[config.mk]
export PLATFORM = sky130hd
export DESIGN_NAME = adc_lvds_serializer
export DESIGN_NICKNAME = d
export VERILOG_FILES = /design/src/rtl/adc_lvds_serializer.sv
export SDC_FILE = /design/constraint.sdc
export NUM_CORES = 1
export LEC_CHECK = 0
export CAP_MARGIN = 0
export CORE_ASPECT_RATIO = 1.75
export CORE_MARGIN = 2
export CORE_UTILIZATION = 56
export DETAILED_ROUTE_END_ITERATION = 8
export PLACE_DENSITY = 0.85
export SYNTH_ARGS = -nofsm -noshare
export SYNTH_HDL_FRONTEND = slang
export SYNTH_SLANG_ARGS = --single-unit
[constraint.sdc]
create_clock -name CLK -period 4.8 [get_ports CLK]
set_clock_uncertainty 0.05 [all_clocks]
set_input_delay 0.72 -clock CLK [delete_from_list [all_inputs] [get_ports CLK]]
set_output_delay 0.72 -clock CLK [all_outputs]
set_load 0.01 [all_outputs]
[src/rtl/adc_lvds_serializer.sv]
// ADC emulator: accepts parallel samples and streams them MSB-first with frame and bit clock.
// Optional ADC_SER_RAMP_EN substitutes an incrementing ramp instead of IDLE_WORD on underrun.
module adc_lvds_serializer #(
    parameter int              WIDTH     = 12,
    parameter logic [WIDTH-1:0] IDLE_WORD = 12'hA5A,
    parameter int              CNT_W     = 16
) (
    input  logic             CLK,
    input  logic             RESET,
    input  logic             ENABLE,
    input  logic [WIDTH-1:0] DIN,
    input  logic             DVALID,
    output logic             DREADY,
    output logic             adc_fastclk,
    output logic             adc_frame,
    output logic             adcdata_p,
    output logic             BUSY,
    output logic [CNT_W-1:0] SENT_COUNT,
    output logic [CNT_W-1:0] UNDERRUN_COUNT
);

    localparam int               BC_W      = $clog2(WIDTH);
    localparam logic [BC_W-1:0]  LAST_BIT  = BC_W'(WIDTH - 1);
    localparam logic [BC_W-1:0]  HALF_BITS = BC_W'(WIDTH / 2);
    localparam logic [BC_W-1:0]  BC_ONE    = {{(BC_W-1){1'b0}}, 1'b1};
    localparam logic [CNT_W-1:0] CNT_ONE   = {{(CNT_W-1){1'b0}}, 1'b1};

    typedef enum logic {
        S_IDLE = 1'b0,
        S_RUN  = 1'b1
    } state_t;

    state_t           r_state;
    state_t           w_state_next;
    logic             r_phase;
    logic [BC_W-1:0]  r_bitcnt;
    logic [WIDTH-1:0] r_shreg;
    logic             r_data;
    logic             r_frame;
    logic             r_fastclk;
    logic [CNT_W-1:0] r_sent;
    logic [CNT_W-1:0] r_underrun;
    logic             w_word_end;
    logic             w_load;
    logic [WIDTH-1:0] w_sub_word;

    assign w_word_end = (r_state == S_RUN) && r_phase && (r_bitcnt == LAST_BIT);
    // No sample may be accepted while reset is clearing the pipeline.
    assign w_load     = !RESET && ENABLE && ((r_state == S_IDLE) || w_word_end);

    assign DREADY         = w_load;
    assign BUSY           = (r_state == S_RUN);
    assign adcdata_p      = r_data;
    assign adc_frame      = r_frame;
    assign adc_fastclk    = r_fastclk;
    assign SENT_COUNT     = r_sent;
    assign UNDERRUN_COUNT = r_underrun;

`ifdef ADC_SER_RAMP_EN
    logic [WIDTH-1:0] r_ramp;
    localparam logic [WIDTH-1:0] RAMP_ONE = {{(WIDTH-1){1'b0}}, 1'b1};

    // Ramp advances after every substituted word.
    always_ff @(posedge CLK) begin
        if (RESET) begin
            r_ramp <= {WIDTH{1'b0}};
        end else if (w_load && !DVALID) begin
            r_ramp <= r_ramp + RAMP_ONE;
        end else begin
            r_ramp <= r_ramp;
        end
    end

    assign w_sub_word = r_ramp;
`else
    assign w_sub_word = IDLE_WORD;
`endif

    // State register.
    always_ff @(posedge CLK) begin
        if (RESET) begin
            r_state <= S_IDLE;
        end else begin
            r_state <= w_state_next;
        end
    end

    // Next state: a running word always completes before returning to idle.
    always_comb begin
        w_state_next = r_state;
        case (r_state)
            S_IDLE: begin
                if (w_load) begin
                    w_state_next = S_RUN;
                end else begin
                    w_state_next = S_IDLE;
                end
            end
            S_RUN: begin
                if (w_word_end && !ENABLE) begin
                    w_state_next = S_IDLE;
                end else begin
                    w_state_next = S_RUN;
                end
            end
            default: w_state_next = S_IDLE;
        endcase
    end

    // Shift register, bit phase and bit counter.
    always_ff @(posedge CLK) begin
        if (RESET) begin
            r_phase  <= 1'b0;
            r_bitcnt <= {BC_W{1'b0}};
            r_shreg  <= {WIDTH{1'b0}};
        end else if (w_load) begin
            r_phase  <= 1'b0;
            r_bitcnt <= {BC_W{1'b0}};
            r_shreg  <= DVALID ? DIN : w_sub_word;
        end else if (r_state == S_RUN) begin
            r_phase <= ~r_phase;
            if (r_phase) begin
                r_bitcnt <= w_word_end ? {BC_W{1'b0}} : (r_bitcnt + BC_ONE);
                r_shreg  <= {r_shreg[WIDTH-2:0], 1'b0};
            end else begin
                r_bitcnt <= r_bitcnt;
                r_shreg  <= r_shreg;
            end
        end else begin
            r_phase  <= r_phase;
            r_bitcnt <= r_bitcnt;
            r_shreg  <= r_shreg;
        end
    end

    // Serial outputs lag the shift state by one cycle so each bit lasts two full cycles.
    always_ff @(posedge CLK) begin
        if (RESET) begin
            r_data    <= 1'b0;
            r_frame   <= 1'b0;
            r_fastclk <= 1'b0;
        end else if (r_state == S_RUN) begin
            r_data    <= r_shreg[WIDTH-1];
            r_frame   <= (r_bitcnt < HALF_BITS);
            r_fastclk <= r_phase;
        end else begin
            r_data    <= 1'b0;
            r_frame   <= 1'b0;
            r_fastclk <= 1'b0;
        end
    end

    // Saturating word and underrun counters; a start-up idle word is not an underrun.
    always_ff @(posedge CLK) begin
        if (RESET) begin
            r_sent     <= {CNT_W{1'b0}};
            r_underrun <= {CNT_W{1'b0}};
        end else if (w_load) begin
            r_sent <= (&r_sent) ? r_sent : (r_sent + CNT_ONE);
            if ((r_state == S_RUN) && !DVALID && !(&r_underrun)) begin
                r_underrun <= r_underrun + CNT_ONE;
            end else begin
                r_underrun <= r_underrun;
            end
        end else begin
            r_sent     <= r_sent;
            r_underrun <= r_underrun;
        end
    end

endmodule

Word-level counts from Yosys, hierarchy flattened

Cells that the tools add are included.

Bits in registers: 53
Latch bits: 0
Bits in read-only memories: 0
RAM bits: 0
Memories kept: 0

$lt $le $gt $ge: 1
Shift-type cells: 0
Mux-type cells: 8
Multipliers: 0
Bitwise operators: 3
Divide/modulo/power cells: 0
Reduce and logical (&&, ||, !) cells: 22
Equal/unequal tests: 1
Add/subtract/negate cells: 3

Operators with widths:

| cell                  | number |
|---|---|
| $mux 12               | 4 |
| $add 16x1->16 const B | 2 |
| $reduce_and 16->1     | 2 |
| $reduce_and 2->1      | 4 |
| $logic_and 1x1->1     | 7 |
| $add 4x1->4 const B   | 1 |
| $eq 4x4->1 const B    | 1 |
| $logic_not 1->1       | 4 |
| $lt 4x3->1 const B    | 1 |
| $mux 4                | 1 |
| $reduce_bool 2->1     | 2 |
| $reduce_or 2->1       | 2 |
| $not 1->1             | 3 |
| $mux 1                | 2 |
| $pmux 1 s2            | 1 |
| $logic_or 1x1->1      | 1 |

Depth between registers and ports, before layout

Depth after elaboration: 6
Gate-level depth with buffers: 8
Depth with buffers taken out: 6

Worst setup path after synthesis

No wires, ideal clock.

Path kind: input port to output port
From: in ENABLE
To: out DREADY
Path buffers: 1
Data arrival time: 1.344 ns
Stages: 4
Setup slack: 2.686 ns
Cell sequence: nor2b_1 > o21ai_2 > inv_1 > buf_2

Longest elaborated chain between the ends: 2

RTL lines:

| element                         | RTL line | text |
|---|---|---|
| from (decl)                     | 10       | `input logic ENABLE,` |
| $logic_and 1x1->1 (2 in series) | 49       | `assign w_load = !RESET && ENABLE && ((r_state == S_IDLE) \|\| w_word_end);` |
| to (decl)                       | 13       | `output logic DREADY,` |

No other way between the ends.

Worst setup path after layout

Same ends and word-level chain as after synthesis.

==> key figures <==
Run status
  – Status: complete, no violations

Yosys
  – Yosys cell types: 52
  – Most frequent cell after synthesis: dfxtp_1
  – List of most frequent post-synthesis cells: 53 x dfxtp_1, 33 x nor2_1, 28 x nand3_1
  – Post-synth top area share: 38.8%
  – Area leader, netlist: dfxtp_1
  – Post-synthesis cell area: 2730 µm²
  – Syn_area_per_cell: 8.73 µm²
  – Synth area leaders: dfxtp_1 39%, nand3_1 5.1%, nor2_1 4.5%
  – Flop and latch count out of synthesis: 53
  – Yosys warns: 0
  – Async SR Flop Fraction: 0%
  – Sequential-to-total area share from yosys stat: 38.8%
  – EDFF count, synth: 0
  – Gate Count Post-Synth: 313
  – Synthesized net count: 332
  – Synth Flop Type: dfxtp_1

Route
  – Vias per cell: 6.40
  – Final WL: 6.30 mm
  – Initial drt markers: 85
  – Initial DRT Pass Iterations: 4
  – Via count: 2617
  – WL per Instance: 15.4 µm
  – Remaining DRCs: 0
  – Final ANT Viol Nets: 0

Critical path
  – Reg-to-reg critical path startpoint: r_bitcnt[0]
  – Worst setup EP type: output pin
  – Arrival time worst endpoint: 2.63 ns
  – FF-to-FF path depth: 6
  – Reg2Reg Setup Slack: 2.49 ns
  – Critical Path Start Type: input pin
  – Max FO, Critical Path: 15
  – Kind of critical path: in2out
  – RR Endpoint: SENT_COUNT[11]
  – Required time worst endpoint: 4.03 ns

Run
  – MaxCap Viol Count: 0

Floorplan
  – Row Count: 33
  – Core box area: 4710 µm²
  – Die Height: 96.4 µm
  – Die area: 5480 µm²
  – Die width: 56.8 µm
  – Initial Util: 58.1%
  – # IOs: 53

CTS
  – Clock Latency Late Sink: 0.31 ns
  – CTS tree: done
  – Clock buffer depth: 2
  – Setup Fix Bufs, Post-CTS: 0
  – Post-cts sizing count: 0
  – Post-cts hold buffer count: 0
  – H-tree depth: 2
  – Clk root buf: clkbuf_8
  – TritonCTS Buffers: 5
  – Clock slew at reported path FFs: 0.09 ns
  – Sink Count: 53

Min path
  – HP Start: r_shreg[11]
  – Worst Hold Endpoint: r_shreg[11]
  – Hold Crit Depth: 2
  – HP Class: reg2reg

GRT
  – First-pass GRT wire length: 10.4 mm
  – Vias in the first global route: 2494
  – Largest net degree at the start of global routing: 51
  – Initial antenna violation count: 0
  – Grt total ovfl: 0
  – Global Route Usage Sum: 23.3%

Timing
  – Maximum clock frequency: 294 MHz
  – Max Slew Vio Count: 0
  – Least-Margin Pin Slew: 1.15 ns
  – # setup viols final: 0
  – Count of final hold-check violations: 0
  – Worst rel slew slack: 22.3%
  – Final period utilization: 70.8%
  – Crit path time final: 3.40 ns
  – RSZ-0062 raised after global routing: false
  – Post-route setup TNS: 0 ns

Final layout
  – Share of cells above drive strength 1: 7.56%
  – Nets@finish: 375
  – Util after Layout: 71.1%
  – Filler cell count: 405
  – Ant. Diodes: 0
  – Area Overhead vs Synth: 22.5%

Power and ir drop
  – Max VDD drop: 265 µV
  – LEAKAGE: 1.09 nW
  – PD cells: 261 nW/µm²

Placed design
  – DP HPWL: 4.43 mm
  – Routability Congestion: 0.828
  – IO buf count: 52
[layout make-up]
| class | count | area, µm² | share of cell area [%] |
|---|---|---|---|
| repair buffers | 55 | 543 | 16.2 |
| inverters | 10 | 37.5 | 1.12 |
| flip-flops and latches | 53 | 1060 | 31.7 |
| well taps | 52 | 65.1 | 1.94 |
| clock buffers | 5 | 68.8 | 2.06 |
| clock inverters | 3 | 65.1 | 1.94 |
| multi-input cells | 231 | 1510 | 45.0 |
[stage by stage]
step | cells | worst slack, ns | cell area (µm²) | power (mW) | hold slack, ns
final | 409 | 1.40 | 3350 | 0.874 | 0.432
after global routing | 409 | 1.28 | 3350 | 0.903 | 0.455
after CTS | 409 | 1.42 | 3340 | 0.879 | 0.430
after detailed placement | 401 | 1.43 | 3210 | 0.530 | 0.414
after global placement | 401 | 1.48 | 3210 | 0.528 | 0.407
after floorplan | 313 | 2.69 | 2730 | 0.504 | 0.382
[worst max path at each step]
stage | start | end | slack (ns)
3_3_place_gp | ENABLE | DREADY | 1.48
6_report | ENABLE | DREADY | 1.40
5_1_grt | ENABLE | DREADY | 1.28
4_1_cts | ENABLE | DREADY | 1.42
2_1_floorplan | ENABLE | DREADY | 2.69
3_5_place_dp | ENABLE | DREADY | 1.43
[sequential cells by signal, summed over array words and instances, names as in the netlist]
register,cells
r_phase,1
adcdata_p,1
adc_frame,1
SENT_COUNT,16
r_shreg,12
r_bitcnt,4
BUSY,1
UNDERRUN_COUNT,16
adc_fastclk,1
[logic make-up (layout without fill, tap and decap cells)]
logic type	after synthesis	after routing	synth area share (%)
flops	53	53	38.8
buf+inv	29	73	6.36
mux	9	9	3.66
simple gates	142	142	30.1
compound gates	77	77	19.7
fa+ha+maj	3	3	1.37
[worst max-delay path: stages]
cell             delay [ns]
clkdlybuf4s50_1        0.57
nor2b_1                0.27
o21ai_2                0.09
inv_1                  0.35
clkdlybuf4s50_1        0.63
[routing by layer]
metal | track usage (%) | vias to the layer above | part of all wire [%] | wire length (µm)
met3 | 3.73 | 11 | 4.2 | 263
met4 | 11.4 | 0 | 2.0 | 126
met2 | 45.2 | 72 | 52 | 3270
li1 | - | 1294 | - | -
met1 | 23.9 | 1240 | 42 | 2640
met5 | 0 | - | 0 | 0
[layout by cell type (no fill, tap or decap), types with 8 or more instances in the layout]
cell type,netlist,layout
dfxtp_1,53,53
nor2b_1,8,8
o21ai_0,12,12
nand2_1,16,16
o41ai_1,14,14
nand4_1,8,8
or4_1,9,9
a311oi_1,8,8
nor2_1,33,33
nand3_1,28,28
clkdlybuf4s50_1,0,52
inv_1,10,10
a21oi_1,20,20
[power by group]
group,internal (mW),switching (mW)
combinational,0.0289,0.0360
clock,0.207,0.146
sequential,0.448,0.00702
Power figures use the tool's default switching activity.
